`config.mk`:
```
export PLATFORM = sky130hd
export DESIGN_NAME = mips_bus_arbiter
export DESIGN_NICKNAME = d
export VERILOG_FILES = /design/src/rtl/mips_bus_arbiter.sv
export SDC_FILE = /design/constraint.sdc
export NUM_CORES = 1
export LEC_CHECK = 0
export CAP_MARGIN = 25
export CELL_PAD_IN_SITES_DETAIL_PLACEMENT = 2
export CELL_PAD_IN_SITES_GLOBAL_PLACEMENT = 2
export CORE_ASPECT_RATIO = 1.2
export CORE_MARGIN = 2
export CORE_UTILIZATION = 27
export CTS_CLUSTER_DIAMETER = 60
export DETAILED_ROUTE_END_ITERATION = 10
export PLACE_DENSITY_LB_ADDON = 0.1
export SYNTH_ARGS = -nofsm -noshare
export SYNTH_HDL_FRONTEND = slang
export SYNTH_SLANG_ARGS = --single-unit
```
`constraint.sdc`:
```
create_clock -name clk -period 11.7 [get_ports clk]
set_input_delay 2.925 -clock clk [delete_from_list [all_inputs] [get_ports clk]]
set_output_delay 2.925 -clock clk [all_outputs]
set_load 0.03 [all_outputs]
```
`src/rtl/mips_bus_arbiter.sv`:
```
// mips_bus_arbiter: serialises core fetch (instr_*) and data (data_*) accesses onto one waitstate bus (bus_*), raising stall until all accesses of the core cycle complete
module mips_bus_arbiter #(
  parameter int ADDR_WIDTH = 32,
  parameter int DATA_WIDTH = 32,
  parameter bit DATA_FIRST = 1'b1
) (
  input  logic                    clk,
  input  logic                    reset,
  input  logic                    instr_req,
  input  logic [ADDR_WIDTH-1:0]   instr_address,
  output logic [DATA_WIDTH-1:0]   instr_readdata,
  input  logic                    data_read,
  input  logic                    data_write,
  input  logic [ADDR_WIDTH-1:0]   data_address,
  input  logic [DATA_WIDTH-1:0]   data_writedata,
  input  logic [DATA_WIDTH/8-1:0] data_byteenable,
  output logic [DATA_WIDTH-1:0]   data_readdata,
  output logic                    stall,
  output logic [ADDR_WIDTH-1:0]   bus_address,
  output logic                    bus_read,
  output logic                    bus_write,
  output logic [DATA_WIDTH-1:0]   bus_writedata,
  output logic [DATA_WIDTH/8-1:0] bus_byteenable,
  input  logic                    bus_waitrequest,
  input  logic [DATA_WIDTH-1:0]   bus_readdata
);
  typedef enum logic {ARB, XFER} state_t;
  state_t state;
  logic data_done, instr_done, sel_data;
  logic data_pend, instr_pend, pick_data, data_wr;
  assign data_pend  = (data_read | data_write) & ~data_done;
  assign instr_pend = instr_req & ~instr_done;
  assign pick_data  = DATA_FIRST ? data_pend : data_pend & ~instr_pend;
  assign data_wr    = pick_data & data_write;
  assign stall      = (state == XFER) | instr_pend | data_pend;
  always_ff @(posedge clk or posedge reset)
    if (reset) begin
      state          <= ARB;
      data_done      <= 1'b0;
      instr_done     <= 1'b0;
      sel_data       <= 1'b0;
      bus_address    <= '0;
      bus_read       <= 1'b0;
      bus_write      <= 1'b0;
      bus_writedata  <= '0;
      bus_byteenable <= '0;
      instr_readdata <= '0;
      data_readdata  <= '0;
    end else if (state == ARB) begin
      if (data_pend | instr_pend) begin
        state          <= XFER;
        sel_data       <= pick_data;
        bus_address    <= pick_data ? data_address : instr_address;
        bus_read       <= ~data_wr;
        bus_write      <= data_wr;
        bus_writedata  <= data_wr ? data_writedata : '0;
        bus_byteenable <= pick_data ? data_byteenable : '1;
      end else begin
        data_done  <= 1'b0;
        instr_done <= 1'b0;
      end
    end else if (!bus_waitrequest) begin
      state          <= ARB;
      bus_address    <= '0;
      bus_read       <= 1'b0;
      bus_write      <= 1'b0;
      bus_writedata  <= '0;
      bus_byteenable <= '0;
      if (sel_data) begin
        data_done <= 1'b1;
        if (bus_read) data_readdata <= bus_readdata;
      end else begin
        instr_done <= 1'b1;
        if (bus_read) instr_readdata <= bus_readdata;
      end
    end
endmodule

```
After elaboration in Yosys (flattened, before gate mapping)

Index checks and enable logic that the tools add are counted.

Muxes and demuxes: 26
Reductions and logical operators: 7
Eq/ne operators: 4
Bitwise gates (word level): 13

Operator list:

| kind                                                            | number |
|---|---|
| 32-bit two-way mux                                              | 7 |
| 4-bit two-way mux                                               | 4 |
| 1-bit two-way mux                                               | 15 |
| 4-bit AND reduction                                             | 2 |
| 2-bit != test, second input constant                            | 3 |
| 1-bit NOT                                                       | 6 |
| 3-bit AND reduction                                             | 2 |
| 1-bit OR                                                        | 4 |
| 2-bit AND reduction                                             | 2 |
| 1-bit bitwise AND                                               | 3 |
| 2-bit by 1-bit != test with 1-bit output, second input constant | 1 |
| 2-bit nonzero test                                              | 1 |

Word-level logic and storage cells: 61
Register bits: 138
Output and inout port bits: 135

Logic depth before layout (Yosys ltp)

Gate-level depths: netlist (run 1).

Word-level depth: 6
Depth in mapped cells: 5

Least setup slack after synthesis (run 1)

OpenSTA, ideal clock, no wires.

Path type: in2out
Start: input data_read
End: output stall
Path slack: 4.998 ns
Data arrival time: 3.777 ns
Required time: 8.775 ns
Path buffers: 2
Stages on the path: 4
Cell sequence: o21bai_1 > buf_2 > buf_2 > nand2_1

Longest elaborated chain between the ends: 3

RTL lines:

| item               | RTL line | source |
|---|---|---|
| start: declaration | 12       | `input logic data_read,` |
| 1-bit OR           | 31       | `assign data_pend = (data_read \| data_write) & ~data_done;` |
| 1-bit bitwise AND  | 31       |  |
| 1-bit OR           | 35       | `assign stall = (state == XFER) \| instr_pend \| data_pend;` |
| end: declaration   | 18       | `output logic stall,` |

No other way between the ends.

Worst setup path in the final report (run 1)

Start: input instr_req
End: output stall

Longest elaborated chain between the ends: 3

RTL lines:

| item                  | RTL line | source |
|---|---|---|
| start: declaration    | 9        | `input logic instr_req,` |
| 1-bit bitwise AND     | 32       | `assign instr_pend = instr_req & ~instr_done;` |
| 1-bit OR (2 in a row) | 35       |  |

No other way between the ends.

==> run metrics, run 1 <==
post-synthesis sequential area ratio=between 60% and 70%; total wire length=approximately 19000 um; nets=803; Syn Inst Count=~400; Tot Pwr=~0.0027 W; largest cells by area after synthesis=dfrtp_1 (62%), mux2_1 (12%), a22o_1 (5.0%); antenna cells=0; CTS resizes=0; fraction of layout cells with a size suffix above 1=under 10%; area grow syn2layout=63.1%; largest net degree at the start of global routing=77; PD cells=between 200 and 300 mW/mm2; Final period util=a little under two thirds; net count after synthesis=537; Setup CP Type=input port to output port; fill count=between 1500 and 2000; Num CTS Buffers=17; via count of the first global-routing pass=roughly 5100; initial antenna violation count=0; Worst Setup Start Kind=input port; critical path cell sequence=clkdlybuf4s50_1 -> nor2b_1 -> nor2_1 -> nand2_1 -> clkdlybuf4s50_1; data required time of the worst path=roughly 9 ns; Hold Path Class=register to register; H-tree levels=4; Synth Warn #=0; Comb pwr share=50.0%; Clock transition at path regs=0.06 ns; Max Cap Violations=0; Final Max Slew Viols=0; core area=just over 0.02 mm2; status=finished clean; EDFF count, synth=0; I/O Buffers=between 200 and 300; DR WL/cell=20.0 um; Final Non-Filler Cells=around 940; Pre-Repair DR Iteration Count=4; most numerous cell in the Yosys netlist=dfrtp_1; post-cts hold buffer count=0; DIE HEIGHT=about 160 um; Async SR Flop Fraction=100%; Post-CTS Setup Bufs=0; hpwl dp=13400 um; IO Pins=between 200 and 300; Synth Flop Type=dfrtp_1; first-pass GRT wire length=29500 um; All-Layer GR Usage=between 15 and 20%; crit-path max FO=3; Post-route DRC=0; Via Count=between 4000 and 5000; ANT nets after route=0; RSZ-0062 raised after global routing=no; effective utilization at floorplan=approximately 28%; P_leak=just over 4 nW; top cells by count, synth=dfrtp_1 (138), mux2_1 (60), and3_1 (33); clk_lat worst skew=0.42 ns; delay-heaviest family, CP=buffers and inverters; Critical path buffers and inverters=2; initial DRC count=between 100 and 150; Post-Syn Area=0.00560 mm2; cell internal pwr=about 0.0016 W; Die W=between 100 and 150 um; Worst path most repeated cell=clkdlybuf4s50_1; Max VDD drop=about 120 uV; fmax=roughly 130 MHz; die area=approximately 0.022 mm2; switching power=roughly 0.0011 W; Yosys cell types=33; crit-path max cell delay=about 0.71 ns; grt total ovfl=0; Clock Path Buffers=2; Synth top area share=between 60% and 70%; Final min period=7.46 ns; clock skew=~0.014 ns; Worst slew margin=35.5%; WP data arrival=4.53 ns; Util after Layout=45.0%; synthesized flop and latch total=138; number of placed cells counting well taps=between 900 and 1000; dominant cell type by area after synthesis=dfrtp_1; vias per inst=roughly 4.7; num rows=57; syn_area_per_cell=14.0 um2; switching fraction of total power=41.5%; final setup vio count=0; Seq pwr share=between 30 and 40%; CTS root buffer=clkbuf_16; Clock Power Share=19.8%; Worst path slowest cell=clkdlybuf4s50_1; CP Capture Type=output port; CTS tree=yes; setup TNS=0 ns; RD Place Congestion=0.741; measured slew at the worst slew-check pin=between 0.9 and 1 ns; final hold vios=0; CTS sink count=approximately 140
## layout make-up
cell class              instances  area (um2)  share of cell area, %
flip-flops and latches        138        3450                   37.8
repair buffers                278        2770                   30.3
multi-input cells             226        1970                   21.6
clock buffers                  18         429                   4.70
well taps                     265         332                   3.63
clock inverters                14         163                   1.78
inverters                       4        20.0                  0.219
## cell families after synthesis
group | share of synthesized area [%]
compound gates | 12.3
buf+inv | 3.57
mux | 12.9
flops | 61.6
simple gates | 9.69
## registers in the layout, indices dropped and copies added (netlist names)
name,count
sel_data,1
bus_read,1
instr_readdata,32
state,1
bus_address,32
bus_byteenable,4
bus_writedata,32
data_readdata,32
instr_done,1
bus_write,1
data_done,1
## power by group through the flow
stage | Sequential, W | Clock [W] | Combinational (W)
after floorplan | 0.00125 | 0 | 0.000352
after global placement | 0.000819 | 0 | 0.00136
after detailed placement | 0.000837 | 0 | 0.00139
after CTS | 0.000833 | 0.000563 | 0.00139
after global routing | 0.000859 | 0.000581 | 0.00145
final | 0.000827 | 0.000542 | 0.00137
## final timing paths
check / from / to / slack (ns) / cells past startpoint
min reg2reg: instr_readdata[0] / instr_readdata[0] / 0.48 / 1
min in group asynchronous: reset / bus_writedata[21] / 3.02 / 2
min: instr_readdata[0] / instr_readdata[0] / 0.48 / 1
max: instr_req / stall / 4.24 / 5
max in group asynchronous: reset / instr_readdata[29] / 7.31 / 3
max reg2reg: state / bus_address[24] / 8.85 / 6
## per-layer routing
metal  wire length (um)  track usage (%)
met4                222             4.59
met5                  0                0
met2               9560             29.9
met1               7640             21.0
met3               1440             6.52
## worst register-to-register path: cells and delay by family (launching register included)
| kind | cells | cell delay, ns |
|---|---|---|
| AND/OR/NAND/NOR | 1 | 0.09 |
| flip-flops | 1 | 0.32 |
| AO/OA/AOI/OAI | 2 | 1.09 |
| buffers and inverters | 3 | 1.28 |
## through the flow
stage,cell area [um2],setup WS (ns),hold slack (ns)
global route,9140,4.17,0.500
floorplan,5600,5.00,0.516
finish,9140,4.24,0.484
detailed placement,8550,4.24,0.474
CTS,9140,4.23,0.489
global placement,8550,4.24,0.466
## placed cells by master, fill, tap and decap left out, types with 2 or more instances in the layout
cell type,netlist,final
buf_4,3,6
a21oi_1,4,4
dfrtp_1,138,138
clkbuf_16,0,17
and3_1,33,32
nand3_1,3,2
o221a_1,3,3
nor2_1,5,5
nand2b_1,2,2
bufinv_16,0,2
nand2_1,2,2
inv_6,0,5
a22o_1,32,32
clkdlybuf4s50_1,0,272
o21ai_0,3,3
clkinv_4,0,5
a211o_1,31,31
mux2_2,4,4
inv_1,4,3
mux2_1,60,60
nor3b_1,31,31
Power figures use the tool's default switching activity.
==> run 2: changes to the inputs <==
--- a/config.mk
+++ b/config.mk
@@ -10,7 +10,7 @@
 export CELL_PAD_IN_SITES_GLOBAL_PLACEMENT = 2
 export CORE_ASPECT_RATIO = 1.2
 export CORE_MARGIN = 2
-export CORE_UTILIZATION = 27
+export CORE_UTILIZATION = 23
 export CTS_CLUSTER_DIAMETER = 60
 export DETAILED_ROUTE_END_ITERATION = 10
 export PLACE_DENSITY_LB_ADDON = 0.1
==> constraint.sdc (replaced) <==
create_clock -name clk -period 6.3 [get_ports clk]
set_input_delay 1.575 -clock clk [delete_from_list [all_inputs] [get_ports clk]]
set_output_delay 1.575 -clock clk [all_outputs]
set_load 0.03 [all_outputs]
==> run metrics, run 2 (synthesized netlist as in run 1, its figures left out) <==
status=finished clean; CTS tree=yes; met3 Use GR=5.67%; total wire length=just over 20000 um; grt total ovfl=0; CTS resizes=0; most frequent cells in the layout=clkdlybuf4s50_1 (272), dfrtp_1 (138), mux2_1 (60); I/O Buffers=~270; antenna cells=0; most common cell after layout, fill and taps aside=clkdlybuf4s50_1; Clock Power Share=20.6%; Via Count=around 4500; PD cells=556 mW/mm2; Final Max Slew Viols=0; RSZ-0062 raised after global routing=no; Seq pwr share=29.7%; Util after Layout=between 30% and 40%; IO Pins=around 270; fmax=~210 MHz; Final min period=about 4.8 ns; H-tree levels=4; clock skew=approximately 0.011 ns; Clock Path Buffers=2; die area=~0.026 mm2; Setup CP Type=input port to output port; measured slew at the worst slew-check pin=about 0.86 ns; RD Place Congestion=around 0.73; Clock transition at path regs=approximately 0.060 ns; initial antenna violation count=1; fill count=about 2400; Area after DPL=0.00862 mm2; data required time of the worst path=around 4.7 ns; CP Capture Type=output port; setup TNS=0 ns; Num CTS Buffers=17; crit-path max FO=3; area grow syn2layout=65.4%; Worst Setup Start Kind=input port; largest net degree at the start of global routing=between 60 and 70; switching power=between 0.002 and 0.0025 W; WP data arrival=3.19 ns; clk_lat worst skew=approximately 0.42 ns; Hold Path Class=register to register; ANT nets after route=0; first-pass GRT wire length=31800 um; Pre-Repair DR Iteration Count=4; initial DRC count=roughly 100; via count of the first global-routing pass=between 5000 and 6000; Die W=about 150 um; P_leak=4.13 nW; Tot Pwr=about 0.0052 W; hpwl dp=14100 um; Final Cell Area=0.00927 mm2; switching fraction of total power=between 40% and 50%; GRT met2 Usage=28.9%; effective utilization at floorplan=a little under a quarter; fraction of layout cells with a size suffix above 1=under 10%; Max Cap Violations=0; met1 usage=between 10% and 20%; Final period util=about three quarters; Max VDD drop=roughly 290 uV; final hold vios=0; Post-CTS Setup Bufs=0; core area=~0.024 mm2; DR WL/cell=a little over 20 um; Comb pwr share=roughly half; num rows=just over 60; DIE HEIGHT=between 150 and 200 um; number of placed cells counting well taps=approximately 970; All-Layer GR Usage=between 15 and 20%; Worst slew margin=42.9%; CTS root buffer=clkbuf_16; nets=~810; post-cts hold buffer count=0; final setup vio count=0; Post-route DRC=0; cell internal pwr=slightly above 0.003 W; CTS sink count=between 100 and 150; vias per inst=between 4 and 5; global route hottest layer=met2; Final Non-Filler Cells=1000
run 2: changes by cell type in the layout (fill, tap and decap cells not counted):
cell	delta
buf_4	+1
clkinv_2	-1
bufinv_16	+1
clkinvlp_4	+2
clkinv_4	-3
buf_16	+1
inv_8	+1
run 2: power by group through the flow:
stage                     Sequential, W  Combinational (W)  Clock (W)
after floorplan                 0.00232           0.000653          0
after global placement          0.00152            0.00255          0
after detailed placement        0.00155            0.00260          0
after CTS                       0.00154            0.00261    0.00110
after global routing            0.00160            0.00272    0.00114
final                           0.00153            0.00256    0.00106
run 2: final timing paths:
kind | from | cells past startpoint | slack, ns | endpoint
min in group asynchronous | reset | 2 | 1.63 | bus_writedata[4]
worst max-delay path | instr_req | 5 | 1.53 | stall
max in group asynchronous | reset | 3 | 3.54 | data_readdata[21]
worst min register to register | bus_address[16] | 1 | 0.49 | bus_address[16]
worst min-delay path | bus_address[16] | 1 | 0.49 | bus_address[16]
worst max register to register | state | 4 | 3.93 | instr_readdata[25]
run 2: per-stage QoR:
stage | worst slack [ns] | hold slack (ns)
6_report | 1.53 | 0.486
5_1_grt | 1.43 | 0.505
4_1_cts | 1.50 | 0.490
3_5_place_dp | 1.51 | 0.475
3_3_place_gp | 1.50 | 0.461
2_1_floorplan | 1.03 | 0.516
run 2: final cells by class:
type	instances	area, um2	area share [%]
Multi-Input combinational cell	226	1970	21.3
Timing Repair Buffer	280	2800	30.2
Inverter	4	20.0	0.216
Clock buffer	18	429	4.63
Tap cell	320	400	4.32
Sequential cell	138	3450	37.3
Clock inverter	14	188	2.03
run 2: metal layers:
metal | vias to the layer above | part of all wire [%]
met1 | 2317 | 39
li1 | 2010 | -
met4 | 0 | 0.74
met5 | - | 0
met3 | 10 | 7.1
met2 | 164 | 53
run 2: critical path, stage by stage:
cell and delay [ns]:
clkdlybuf4s50_1 0.50, nor2b_1 0.20, nor2_1 0.08, nand2_1 0.10, clkdlybuf4s50_1 0.72
==> run 3: changes to the inputs <==
==> constraint.sdc (replaced) <==
create_clock -name clk -period 3.8 [get_ports clk]
set_input_delay 0.95 -clock clk [delete_from_list [all_inputs] [get_ports clk]]
set_output_delay 0.95 -clock clk [all_outputs]
set_load 0.03 [all_outputs]
==> run metrics, run 3 (synthesized netlist as in run 1, its figures left out) <==
status=finished clean; critical path cell sequence=clkdlybuf4s50_1 -> nor2b_1 -> nor2_1 -> nand2_1 -> buf_4; global route hottest layer=met2; via count of the first global-routing pass=5213; setup TNS=0 ns; met3 Use GR=under 10%; initial antenna violation count=4; hpwl dp=14200 um; Via Count=between 4000 and 5000; GRT met2 Usage=a little over a quarter; DR WL/cell=roughly 20 um; final setup vio count=0; most frequent cells in the layout=clkdlybuf4s50_1 (271), dfrtp_1 (138), mux2_1 (60); Pre-Repair DR Iteration Count=4; total wire length=19900 um; fill count=2467; Worst slew margin=approximately half; Worst path slowest cell=clkdlybuf4s50_1; P_leak=between 4 and 5 nW; crit-path max cell delay=between 0.5 and 0.6 ns; final hold vios=0; initial DRC count=89; core area=0.0240 mm2; vias per inst=about 4.5; fmax=approximately 340 MHz; fraction of layout cells with a size suffix above 1=8.05%; grt total ovfl=0; Multi-input gate area=between 0.0015 and 0.002 mm2; Hold Path Class=register to register; Worst Setup Start Kind=input port; IO Pins=273; CTS root buffer=clkbuf_16; post-cts hold buffer count=0; Setup CP Type=input port to output port; crit-path max FO=3; Max Cap Violations=0; RSZ-0062 raised after global routing=no; die area=about 0.026 mm2; CTS sink count=about 140; PD cells=910 mW/mm2; Die W=about 150 um; CTS resizes=0; data required time of the worst path=about 2.9 ns; Clock transition at path regs=approximately 0.060 ns; effective utilization at floorplan=between 20% and 30%; Area after DPL=~0.0087 mm2; RD Place Congestion=between 0.7 and 0.8; WP data arrival=roughly 2.0 ns; Post-CTS Setup Bufs=0; FF+latch area=0.00345 mm2; CTS tree=yes; All-Layer GR Usage=around 16%; largest net degree at the start of global routing=just under 70; Final Cell Area=roughly 0.0093 mm2; nets=808; Clock Path Buffers=2; clk_lat worst skew=roughly 0.42 ns; I/O Buffers=roughly 270; Final period util=around four fifths; clock skew=0.00943 ns; Final min period=roughly 3.0 ns; Max VDD drop=around 420 uV; num rows=62; DIE HEIGHT=roughly 170 um; Post-route DRC=0; most common cell after layout, fill and taps aside=clkdlybuf4s50_1; Critical path buffers and inverters=2; Num CTS Buffers=17; Final Max Slew Viols=0; delay-heaviest family, CP=buffers and inverters; met1 usage=between 10% and 20%; H-tree levels=4; ANT nets after route=0; CP Capture Type=output port; first-pass GRT wire length=approximately 31000 um; measured slew at the worst slew-check pin=roughly 0.73 ns; area grow syn2layout=65.3%
## run 3: layout make-up
class                           count  area share (%)
Antenna cell                        1          0.0270
Timing Repair Buffer              283            30.7
Clock inverter                     15            1.58
Multi-Input combinational cell    226            21.3
Tap cell                          320            4.32
Clock buffer                       17            4.59
Sequential cell                   138            37.3
Inverter                            4           0.203
## run 3: through the flow
step / hold WS (ns) / utilization, % / total power [W] / cells / worst slack (ns)
floorplan: 0.516 / - / 0.00493 / 399 / 1.05
global placement: 0.466 / 36.2 / 0.00678 / 971 / 0.686
detailed placement: 0.474 / 36.2 / 0.00690 / 971 / 0.624
CTS: 0.489 / 38.6 / 0.00860 / 1003 / 0.826
global route: 0.497 / 38.6 / 0.00891 / 1003 / 0.765
finish: 0.484 / 38.6 / 0.00843 / 1004 / 0.834
## run 3: final timing paths
kind,from,endpoint,slack [ns],cells after the start
hold / removal,instr_readdata[31],instr_readdata[31],0.48,1
max in group asynchronous,reset,instr_readdata[10],2.04,3
setup reg to reg,state,bus_writedata[2],1.85,5
hold reg to reg,instr_readdata[31],instr_readdata[31],0.48,1
setup / recovery,instr_req,stall,0.83,5
min in group asynchronous,reset,bus_byteenable[0],1.03,2
## run 3: metal layers
layer	share of wire [%]	routed length, um
met2	51	10100
met4	1.2	236
met3	7.8	1560
met1	40	8010
met5	0.18	35
## run 3: where the power goes
group          switching (W)  internal [W]  total [W]
Sequential          0.000401       0.00216    0.00256
Clock               0.000752      0.000873    0.00162
Combinational        0.00243       0.00182    0.00425
